**config.mk**
```make
export PLATFORM = sky130hd
export DESIGN_NAME = cg_axi5lite_regfile
export DESIGN_NICKNAME = d
export VERILOG_FILES = /design/src/rtl/cg_axi5lite_pkg.sv /design/src/rtl/cg_axi5lite_regfile.sv
export SDC_FILE = /design/constraint.sdc
export NUM_CORES = 1
export LEC_CHECK = 0
export ABC_AREA = 0
export CAP_MARGIN = 20
export CORE_AREA = 2 2 261 263
export CTS_CLUSTER_DIAMETER = 100
export CTS_CLUSTER_SIZE = 20
export DETAILED_ROUTE_END_ITERATION = 6
export DIE_AREA = 0 0 263 265
export PLACE_DENSITY = 0.7
export RECOVER_POWER = 100
export SYNTH_ARGS = -nofsm -noshare
export SYNTH_HDL_FRONTEND = slang
export SYNTH_SLANG_ARGS = --single-unit
```
**constraint.sdc**
```tcl
create_clock -name ACLK -period 7.5 [get_ports ACLK]
set_input_delay 2.25 -clock ACLK [delete_from_list [all_inputs] [get_ports ACLK]]
set_output_delay 2.25 -clock ACLK [all_outputs]
set_load 0.02 [all_outputs]
```
**src/rtl/cg_axi5lite_pkg.sv**
```systemverilog
// Shared AXI5-Lite helpers: protection width, address-to-index decode and
// byte-strobe merge used by the register file.
package cg_axi5lite_pkg;

    localparam int PROT_W = 3;

    // Word index of a byte address. idxw is the index width; the two byte-offset
    // bits are dropped and everything above the index is masked away.
    function automatic logic [31:0] addr_to_idx(
        input logic [31:0] addr,
        input int unsigned idxw
    );
        logic [31:0] mask;
        mask = (32'd1 << idxw) - 32'd1;
        return (addr >> 2) & mask;
    endfunction

    // Replace the bytes of old_val whose strobe bit is set with bytes of wdata.
    function automatic logic [31:0] strb_merge(
        input logic [31:0] old_val,
        input logic [31:0] wdata,
        input logic [3:0]  wstrb
    );
        logic [31:0] merged;
        merged = old_val;
        for (int b = 0; b < 4; b++) begin
            if (wstrb[b]) begin
                merged[b*8 +: 8] = wdata[b*8 +: 8];
            end
        end
        return merged;
    endfunction

endpackage

```
**src/rtl/cg_axi5lite_regfile.sv**
```systemverilog
// AXI5-Lite subordinate exposing NUM_REGS read/write control registers.
// AW and W are captured independently and committed together; reads return
// the pre-commit value when they coincide with a write to the same register.
module cg_axi5lite_regfile
    import cg_axi5lite_pkg::*;
#(
    parameter int DATA_WIDTH = 32,
    parameter int ADDR_WIDTH = 32,
    parameter int NUM_REGS   = 16
) (
    input  logic                           ACLK,
    input  logic                           ARESET,
    input  logic                           AWVALID,
    output logic                           AWREADY,
    input  logic [ADDR_WIDTH-1:0]          AWADDR,
    input  logic [PROT_W-1:0]              AWPROT,
    input  logic                           WVALID,
    output logic                           WREADY,
    input  logic [DATA_WIDTH-1:0]          WDATA,
    input  logic [DATA_WIDTH/8-1:0]        WSTRB,
    output logic                           BVALID,
    input  logic                           BREADY,
    input  logic                           ARVALID,
    output logic                           ARREADY,
    input  logic [ADDR_WIDTH-1:0]          ARADDR,
    input  logic [PROT_W-1:0]              ARPROT,
    output logic                           RVALID,
    input  logic                           RREADY,
    output logic [DATA_WIDTH-1:0]          RDATA,
    output logic [NUM_REGS*DATA_WIDTH-1:0] regs_o,
    output logic [NUM_REGS-1:0]            wr_pulse_o
);

    localparam int IDXW   = $clog2(NUM_REGS);
    localparam int STRB_W = DATA_WIDTH / 8;
    localparam logic [ADDR_WIDTH-1:0] ADDR_LIMIT = ADDR_WIDTH'(NUM_REGS * 4);

    logic [DATA_WIDTH-1:0] regs [NUM_REGS];

    logic                  aw_held_reg;
    logic                  w_held_reg;
    logic                  bvalid_reg;
    logic                  rvalid_reg;
    logic [ADDR_WIDTH-1:0] awaddr_reg;
    logic [DATA_WIDTH-1:0] wdata_reg;
    logic [STRB_W-1:0]     wstrb_reg;
    logic [DATA_WIDTH-1:0] rdata_reg;
    logic [NUM_REGS-1:0]   wr_pulse_reg;

    logic                  aw_hs;
    logic                  w_hs;
    logic                  ar_hs;
    logic                  commit;
    logic [ADDR_WIDTH-1:0] wr_addr;
    logic [DATA_WIDTH-1:0] wr_data;
    logic [STRB_W-1:0]     wr_strb;
    logic                  wr_in_range;
    logic [IDXW-1:0]       wr_idx;
    logic                  rd_in_range;
    logic [IDXW-1:0]       rd_idx;

    // Protection attributes carry no meaning for this block.
    logic unused_prot;
    assign unused_prot = ^{AWPROT, ARPROT};

    // READY depends only on registered state and reset, never on any VALID.
    assign AWREADY = !aw_held_reg && !bvalid_reg && !ARESET;
    assign WREADY  = !w_held_reg  && !bvalid_reg && !ARESET;
    assign ARREADY = !rvalid_reg  && !ARESET;

    assign aw_hs = AWVALID && AWREADY;
    assign w_hs  = WVALID  && WREADY;
    assign ar_hs = ARVALID && ARREADY;

    // A held beat takes priority over the bus since the bus cannot handshake
    // while that channel is already holding.
    assign wr_addr = aw_held_reg ? awaddr_reg : AWADDR;
    assign wr_data = w_held_reg  ? wdata_reg  : WDATA;
    assign wr_strb = w_held_reg  ? wstrb_reg  : WSTRB;
    assign commit  = (aw_held_reg || aw_hs) && (w_held_reg || w_hs);

    assign wr_in_range = wr_addr < ADDR_LIMIT;
    assign wr_idx      = IDXW'(addr_to_idx(32'(wr_addr), IDXW));
    assign rd_in_range = ARADDR < ADDR_LIMIT;
    assign rd_idx      = IDXW'(addr_to_idx(32'(ARADDR), IDXW));

    assign BVALID     = bvalid_reg;
    assign RVALID     = rvalid_reg;
    assign RDATA      = rdata_reg;
    assign wr_pulse_o = wr_pulse_reg;

    generate
        for (genvar gi = 0; gi < NUM_REGS; gi++) begin : g_regs_o
            assign regs_o[gi*DATA_WIDTH +: DATA_WIDTH] = regs[gi];
        end
    endgenerate

    // Write path: capture AW/W, commit when both are present, then respond on B.
    always_ff @(posedge ACLK) begin
        if (ARESET) begin
            aw_held_reg  <= 1'b0;
            w_held_reg   <= 1'b0;
            bvalid_reg   <= 1'b0;
            awaddr_reg   <= '0;
            wdata_reg    <= '0;
            wstrb_reg    <= '0;
            wr_pulse_reg <= '0;
            for (int i = 0; i < NUM_REGS; i++) begin
                regs[i] <= '0;
            end
        end else begin
            wr_pulse_reg <= '0;
            if (bvalid_reg && BREADY) begin
                bvalid_reg <= 1'b0;
            end
            if (commit) begin
                bvalid_reg  <= 1'b1;
                aw_held_reg <= 1'b0;
                w_held_reg  <= 1'b0;
                if (wr_in_range) begin
                    regs[wr_idx]         <= strb_merge(regs[wr_idx], wr_data, wr_strb);
                    wr_pulse_reg[wr_idx] <= 1'b1;
                end
            end else begin
                if (aw_hs) begin
                    aw_held_reg <= 1'b1;
                    awaddr_reg  <= AWADDR;
                end
                if (w_hs) begin
                    w_held_reg <= 1'b1;
                    wdata_reg  <= WDATA;
                    wstrb_reg  <= WSTRB;
                end
            end
        end
    end

    // Read path: sample the register (pre-commit value) on AR, hold until R handshake.
    always_ff @(posedge ACLK) begin
        if (ARESET) begin
            rvalid_reg <= 1'b0;
            rdata_reg  <= '0;
        end else if (ar_hs) begin
            rvalid_reg <= 1'b1;
            rdata_reg  <= rd_in_range ? regs[rd_idx] : '0;
        end else if (rvalid_reg && RREADY) begin
            rvalid_reg <= 1'b0;
        end
    end

endmodule
```
* Yosys cells after proc, flatten, opt, wreduce, memory -nomap -nowiden *
Memories as Yosys holds them, arrays and structs flattened.
Cells that the tools add are included.

storage, ports and cells
  register bits = 120
  bits in writable memories = 512
  input port bits = 113
  output and inout port bits = 565
  memories = 1

memory list
  memory  depth  bits a word  rd ports  clocked after Yosys merged registers in  write ports  line                       RTL
  regs    16     32           17        0                                        16           cg_axi5lite_regfile.sv:38  logic [DATA_WIDTH-1:0] regs [NUM_REGS];

operators by class
  $lt $le $gt $ge = 4
  equal/unequal tests = 4
  multiplexer cells = 35
  bitwise operators = 2
  reductions and logical operators = 30

operators with widths
  kind                   count
  $mux W32               4
  $mux W8                16
  $lt A32 B7 Y1 const B  2
  $reduce_or A32 Y1      1
  $ne A4 B4 Y1 const B   4
  $logic_and A1 B1 Y1    12
  $mux W4                3
  $reduce_and A2 Y1      6
  $mux W1                11
  $logic_not A1 Y1       5
  $lt A4 B5 Y1 const B   1
  $demux W1 S4           1
  $ge A4 B1 Y1 const B   1
  $reduce_bool A2 Y1     2
  $reduce_or A3 Y1       1
  $logic_or A1 B1 Y1     2
  $not A1 Y1             2
  $reduce_or A2 Y1       1

* Logic depth before layout (Yosys ltp) *
  word-level depth = 12
  gate-level depth with buffers = 8
  depth with buffers taken out = 5

* Worst setup path before layout *
Ideal clock, no wire load.

  path kind = input port to output port
  from = in ARESET
  to = out AWREADY
  arrival = 3.286 ns
  path slack = 1.964 ns
  stages = 4
  buffers on the path = 3
  cell sequence = clkbuf_1 > clkbuf_1 > clkbuf_1 > nor3_1

between the ends
  longest elaborated chain between the ends = 2

ends and longest elaborated chain
  element              line                       RTL
  start, declared      cg_axi5lite_regfile.sv:12  input logic ARESET,
  $logic_not A1 Y1     cg_axi5lite_regfile.sv:67  assign AWREADY = !aw_held_reg && !bvalid_reg && !ARESET;
  $logic_and A1 B1 Y1  cg_axi5lite_regfile.sv:67
  end, declared        cg_axi5lite_regfile.sv:14  output logic AWREADY,

Every way passes these cells.

==> results.toml <==
[layout]
largest_reg_flops = 512
multi_input_area_um2 = 8910
fillers = 5602
nNetsFinal = 2705
layout_common_cells = "567 x dlygate4sd3_1, 512 x nor3_1, 512 x edfxtp_1"
syn_to_final_growth_pct = 27.7
finalInstanceArea_um2 = 36000
regArea_um2 = 17700
layout-drive-gt1-share = 0.100
fin_cells = 3496
layout_commonest_cell = "dlygate4sd3_1"

[die]
fp.dieH_um = 265
ios = 678
coreArea_um2 = 66800
std_cell_rows = 95
dieArea_um2 = 69700
start_util = 0.422
fp.dieW_um = 263

[global_routing]
track_usage = 0.292
grt_pass1_vias = 20587
grt_max_degree = 133
gr-total-overflow = 0
grt_pass1_wl_um = 149000
antenna_found_initial = 4

[timing]
hold_viol = 0
slew_headroom = -0.789
fin_tns_setup_ps = 0
timing.hold.ws_ps = 458
worstMarginPinSlew_ps = 2680
setup_viol = 0
rsz0062_at_grt = "no"
fin_crit_sh = 0.846
fmax_mhz = 158
period_needed_ps = 6340
skew_ps = 32.1
drv_slew = 251

[outcome]
violations = "capacitance limit, slew limit"
status = "complete, but fails checks"

[power_and_ir_drop]
switchingPower_w = 0.00192
internal_power_w = 0.00527
seq_power_share = 0.549
p_comb_frac = 0.138
p_clk_frac = 0.313
vdd_drop_max_uv = 152
swShare = 0.267
leakage_nw = 12.3
power.density_nw_per_um2 = 200

[clock_network]
cts_sinks = 630
hold_buffers = 0
clock_path_buffers = 3
clk_latency_ps = 590
ctsResizeCount = 0
path_clk_slew_ps = 80
h-tree-depth = 2
root_buffer = "clkbuf_16"
tritoncts = "yes"
cts_made_buffers = 38
post_cts_buffers = 0

[synth]
synth_seq_cells = 630
ys_warn_count = 0
synth_area_leaders = "edfxtp_1 54%, mux4_2 10%, dfxtp_1 8.4%, nor3_1 7.2%, nor3_2 3.9%"
synth_area_um2 = 28200
ys_seq_area_frac = 0.629
yosysTopAreaCellShare = 0.545
synth_edf_count = 512
ys_types = 40
postSynthCellCount = 2088
synth_async_sr_flop_share = 0
synthFlopType = "edfxtp_1"
syn-mean-instance-area_um2 = 13.5
syn_nets = 2201
synth_largest_area_cell = "edfxtp_1"

[drt]
wl_um = 105000
firstDrtPassIters = 7
drtIter0Drc = 2426
drc = 0
final_antenna_net_count = 0
wire_per_inst_um = 30.0
vias = 21319
vias_per_cell = 6.10

[critical_path]
cp.arrival_ps = 6470
reg2reg_slack_ps = 2680
worst-endpoint-required_ps = 7630
cp-end-kind = "flop"
critPathKind = "input pin to flop"
startpoint_type = "input pin"
cp_max_fo = 42

[job]
cap_violations = 6

[placement]
hpwl_um = 75800
portBuffers = 667
gp_congestion = 0.918
place_inst = 3422
placed_area_um2 = 35400

[min_path]
hold_class = "flop to flop"
-- through the flow --
stage	setup slack [ps]	utilization	power (W)
2_1_floorplan	1960	-	0.00456
3_3_place_gp	1620	0.529	0.00505
3_5_place_dp	1600	0.529	0.00507
4_1_cts	1790	0.547	0.00726
5_1_grt	924	0.539	0.00738
6_report	1160	0.539	0.00720
-- cell families after synthesis --
logic type | after synthesis | synth area share
and+or+nand+nor | 796 | 0.153
DFF | 630 | 0.629
muxes | 168 | 0.118
buffers and inverters | 248 | 0.0390
AOI/OAI and AO/OA | 246 | 0.0614
-- routing by layer --
metal,vias to the layer above,share of wire,GRT usage
li1,9022,-,-
met1,10801,0.39,0.390
met2,1302,0.47,0.464
met3,192,0.11,0.0771
met4,2,0.038,0.101
met5,-,0.00010,0
-- synthesized netlist by cell type, drive strengths merged, types with 2 or more instances --
master  instances
nand4           3
edfxtp        512
dfxtp         118
mux2i           2
nor4           20
o211ai          4
and3b           2
mux4          128
nand2b          3
nor2           22
nor4b           2
a21oi          70
buf           111
inv             3
clkbuf        134
a22o           33
nand2         215
nand3           3
nand3b          2
nor2b           3
a22oi          65
nor3          519
o21bai         64
mux2           38
-- final timing paths --
| kind | startpoint | to | depth (start not counted) |
|---|---|---|---|
| worst min-delay path | wdata_reg[1] | wdata_reg[1] | 2 |
| worst min register to register | wdata_reg[1] | wdata_reg[1] | 2 |
| worst max register to register | aw_held_reg | regs[14][29] | 6 |
| worst max-delay path | WVALID | regs[14][29] | 6 |
-- worst max-delay path: stages --
cell	delay (ps)
dlygate4sd3_1	620
o221ai_1	560
nor4_1	140
o211ai_1	200
clkbuf_1	1810
o21bai_1	860
-- final cells by class --
| type | count | area share |
|---|---|---|
| Sequential cell | 630 | 0.492 |
| Multi-Input combinational cell | 1210 | 0.247 |
| Timing Repair Buffer | 709 | 0.197 |
| Clock buffer | 66 | 0.0317 |
| Tap cell | 873 | 0.0303 |
| Clock inverter | 3 | 0.000868 |
| Inverter | 3 | 0.000313 |
| Antenna cell | 2 | 0.000139 |
-- power by group through the flow --
stage | combinational [W] | clock (W) | sequential, W
after floorplan | 0.000439 | 0 | 0.00412
after global placement | 0.00102 | 0 | 0.00403
after detailed placement | 0.00103 | 0 | 0.00404
after CTS | 0.00103 | 0.00227 | 0.00396
after global routing | 0.00103 | 0.00238 | 0.00396
final | 0.000989 | 0.00225 | 0.00395
Note: power is estimated with default switching activity, not from simulation.
==> RTL edit, RTL diff (config.mk and constraints unchanged) <==
Set the parameter `NUM_REGS` to 8 (it was 16).
--- a/src/rtl/cg_axi5lite_regfile.sv
+++ b/src/rtl/cg_axi5lite_regfile.sv
@@ -7,5 +7,5 @@
     parameter int DATA_WIDTH = 32,
     parameter int ADDR_WIDTH = 32,
-    parameter int NUM_REGS   = 16
+    parameter int NUM_REGS   = 8
 ) (
     input  logic                           ACLK,
Ports: changed (resized regs_o and wr_pulse_o); port bits go from 678 to 414. The function was not compared with the original's and may differ.
==> RTL edit against the unedited design <==
- clock skew shrank 11 ps
- cell area shrank 38%
- sequential share of layout area shrank 4.9 points
- largest cell class unchanged
- routed wire length shrank 38%
- the run still ends with max-capacitance violations, max-slew violations left
- register-to-register slack gained 100 ps
- synthesized cell count shrank 33%
- critical path type unchanged
- maximum frequency grew 5.2%
- total power shrank 40%
- area after synthesis shrank 34%
- via count shrank 36%
- setup slack gained 310 ps
- sequential cell count shrank 264
==> RTL edit: results (changes against the unedited design) <==
CTS
  – Clk_lat worst skew: 570 ps (was 590 ps)
  – CTS buffer count: 25 (was 38)
  – Htree depth: 1 (was 2)

Drt
  – Routed met3 length: 5.47 mm (was 11.4 mm)
  – Initial drt markers: 997 (was 2426)
  – Routed via count: 13624 (was 21319)
  – WL met2: 30.5 mm (was 49.1 mm)
  – Routed len/inst: 25.2 um (was 30.0 um)

Synth
  – Cell variety after synth: 48 (was 40)
  – Avg Inst Size Synth: 13.2 sq um (was 13.5 sq um)
  – Post-synth EDFFs: 256 (was 512)
  – Seq/Total Area, Yosys: 53.4% (was 62.9%)
  – Top cells by area, synth: edfxtp_1, nor4_2, dfxtp_1 (was edfxtp_1, mux4_2, dfxtp_1)
  – Syn Nets: 1513 (was 2201)

Place
  – Post-DP Area: 23000 sq um (was 35400 sq um)
  – Buffers on Ports: 403 (was 667)
  – Pre-CTS setup slack: 1850 ps (was 1600 ps)
  – DP Wirelength: 46.8 mm (was 75.8 mm)
  – Cell count after placement: 2540 (was 3422)
  – Routability cong.: 0.819 (was 0.918)

GRT
  – Vias in the first global route: 13435 (was 20587)
  – Tot GR Track Use: 17.9% (was 29.2%)
  – Initial antenna violation count: 13 (was 4)
  – GR Util met1: 22.7% (was 39.0%)
  – Global Route met2 Usage: 29.1% (was 46.4%)
  – Global-route wire length before repair: 93.0 mm (was 149 mm)

Layout
  – Multi-input gate count: 869 (was 1210)
  – Clkbuf count: 36 (was 66)
  – Antenna cells: 6 (was 2)
  – Sequential cell area: 9890 sq um (was 17700 sq um)
  – Max FFs per register: 256 (was 512)
  – Final-layout clock-cell area share: 3.66% (was 3.26%)
  – Final core occ: 33.4% (was 53.9%)
  – Final Non-Filler Cells: 2593 (was 3496)
  – Nets@finish: 1808 (was 2705)
  – Fraction of area in multi-input gates: 28.1% (was 24.7%)
  – Layout fillers: 6692 (was 5602)
  – Data buffer area share: 18.9% (was 19.7%)

Run status
  – Status: finished with violations (unchanged)
  – Failing checks: max-capacitance violations, max-slew violations (unchanged)

Power
  – Maximum VDD drop: 0.148 mV (was 0.152 mV)
  – Internal: 3.14 mW (was 5.27 mW)

Flow run
  – Max-cap violations: 6 (unchanged)

Setup path
  – Highest net fanout along the worst path: 28 (was 42)
  – Flop2flop setup slack: 2780 ps (was 2680 ps)
  – Worst EP arrival: 6240 ps (was 6470 ps)
  – Worst r2r path cells: 5 (was 6)
  – Crit Reg-Reg Endpoint: regs[5][19]$_SDFFCE_PN0P_ (was regs[14][29]$_SDFFCE_PN0P_)

Worst hold path
  – WHS Endpoint: wdata_reg[9]$_SDFFE_PP0P_ (was wdata_reg[1]$_SDFFE_PP0P_)
  – Hold path start: wdata_reg[9]$_SDFFE_PP0P_ (was wdata_reg[1]$_SDFFE_PP0P_)

Timing
  – Setup Skew: 21.2 ps (was 32.1 ps)
  – WHS: 456 ps (was 458 ps)
  – Max-slew headroom: -87.0% (was -78.9%)
  – Max-slew violation count: 345 (was 251)
[RTL edit: cell types whose count changed after synthesis, sizes merged, moves of 12 or more]
cell	unedited run	this run
nor2	22	49
a22o	33	16
nor4	20	279
o21ai	1	13
edfxtp	512	256
o21bai	64	6
mux4	128	64
clkbuf	134	60
a22oi	65	32
a21o	0	26
nor3	519	14
[RTL edit: logic make-up (layout without fill, tap and decap cells)]
group,Yosys count,count (layout),share of synthesized area [%]
AO/OA/AOI/OAI,179,179,6.34
multiplexers,97,97,9.79
buffers and inverters,165,479,4.98
flip-flops,366,366,53.4
AND/OR/NAND/NOR,593,593,25.4
other,0,6,0
[RTL edit: worst max path at each step]
stage | depth (start not counted) | slack (ps) | to
floorplan | 3 | 2160 | WREADY
global placement | 6 | 1910 | regs[5][20]$_SDFFCE_PN0P_
detailed placement | 7 | 1850 | regs[3][17]$_SDFFCE_PN0P_
CTS | 3 | 1900 | ARREADY
global route | 6 | 1110 | RDATA[31]$_SDFFE_PP0P_
finish | 6 | 1470 | regs[5][19]$_SDFFCE_PN0P_
[RTL edit: power by group through the flow]
| stage | clock network, mW | logic, mW | registers [mW] |
|---|---|---|---|
| 3_3_place_gp | 0 | 0.678 | 2.31 |
| 3_5_place_dp | 0 | 0.691 | 2.31 |
| 4_1_cts | 1.49 | 0.693 | 2.26 |
| 2_1_floorplan | 0 | 0.349 | 2.35 |
| 5_1_grt | 1.56 | 0.657 | 2.27 |
| 6_report | 1.46 | 0.619 | 2.26 |
[RTL edit: worst max-delay path: stages]
cell	delay, ps
dlygate4sd3_1	620
o22ai_1	110
nor2_1	600
nand2_1	880
nor3_1	1140
a21o_1	630
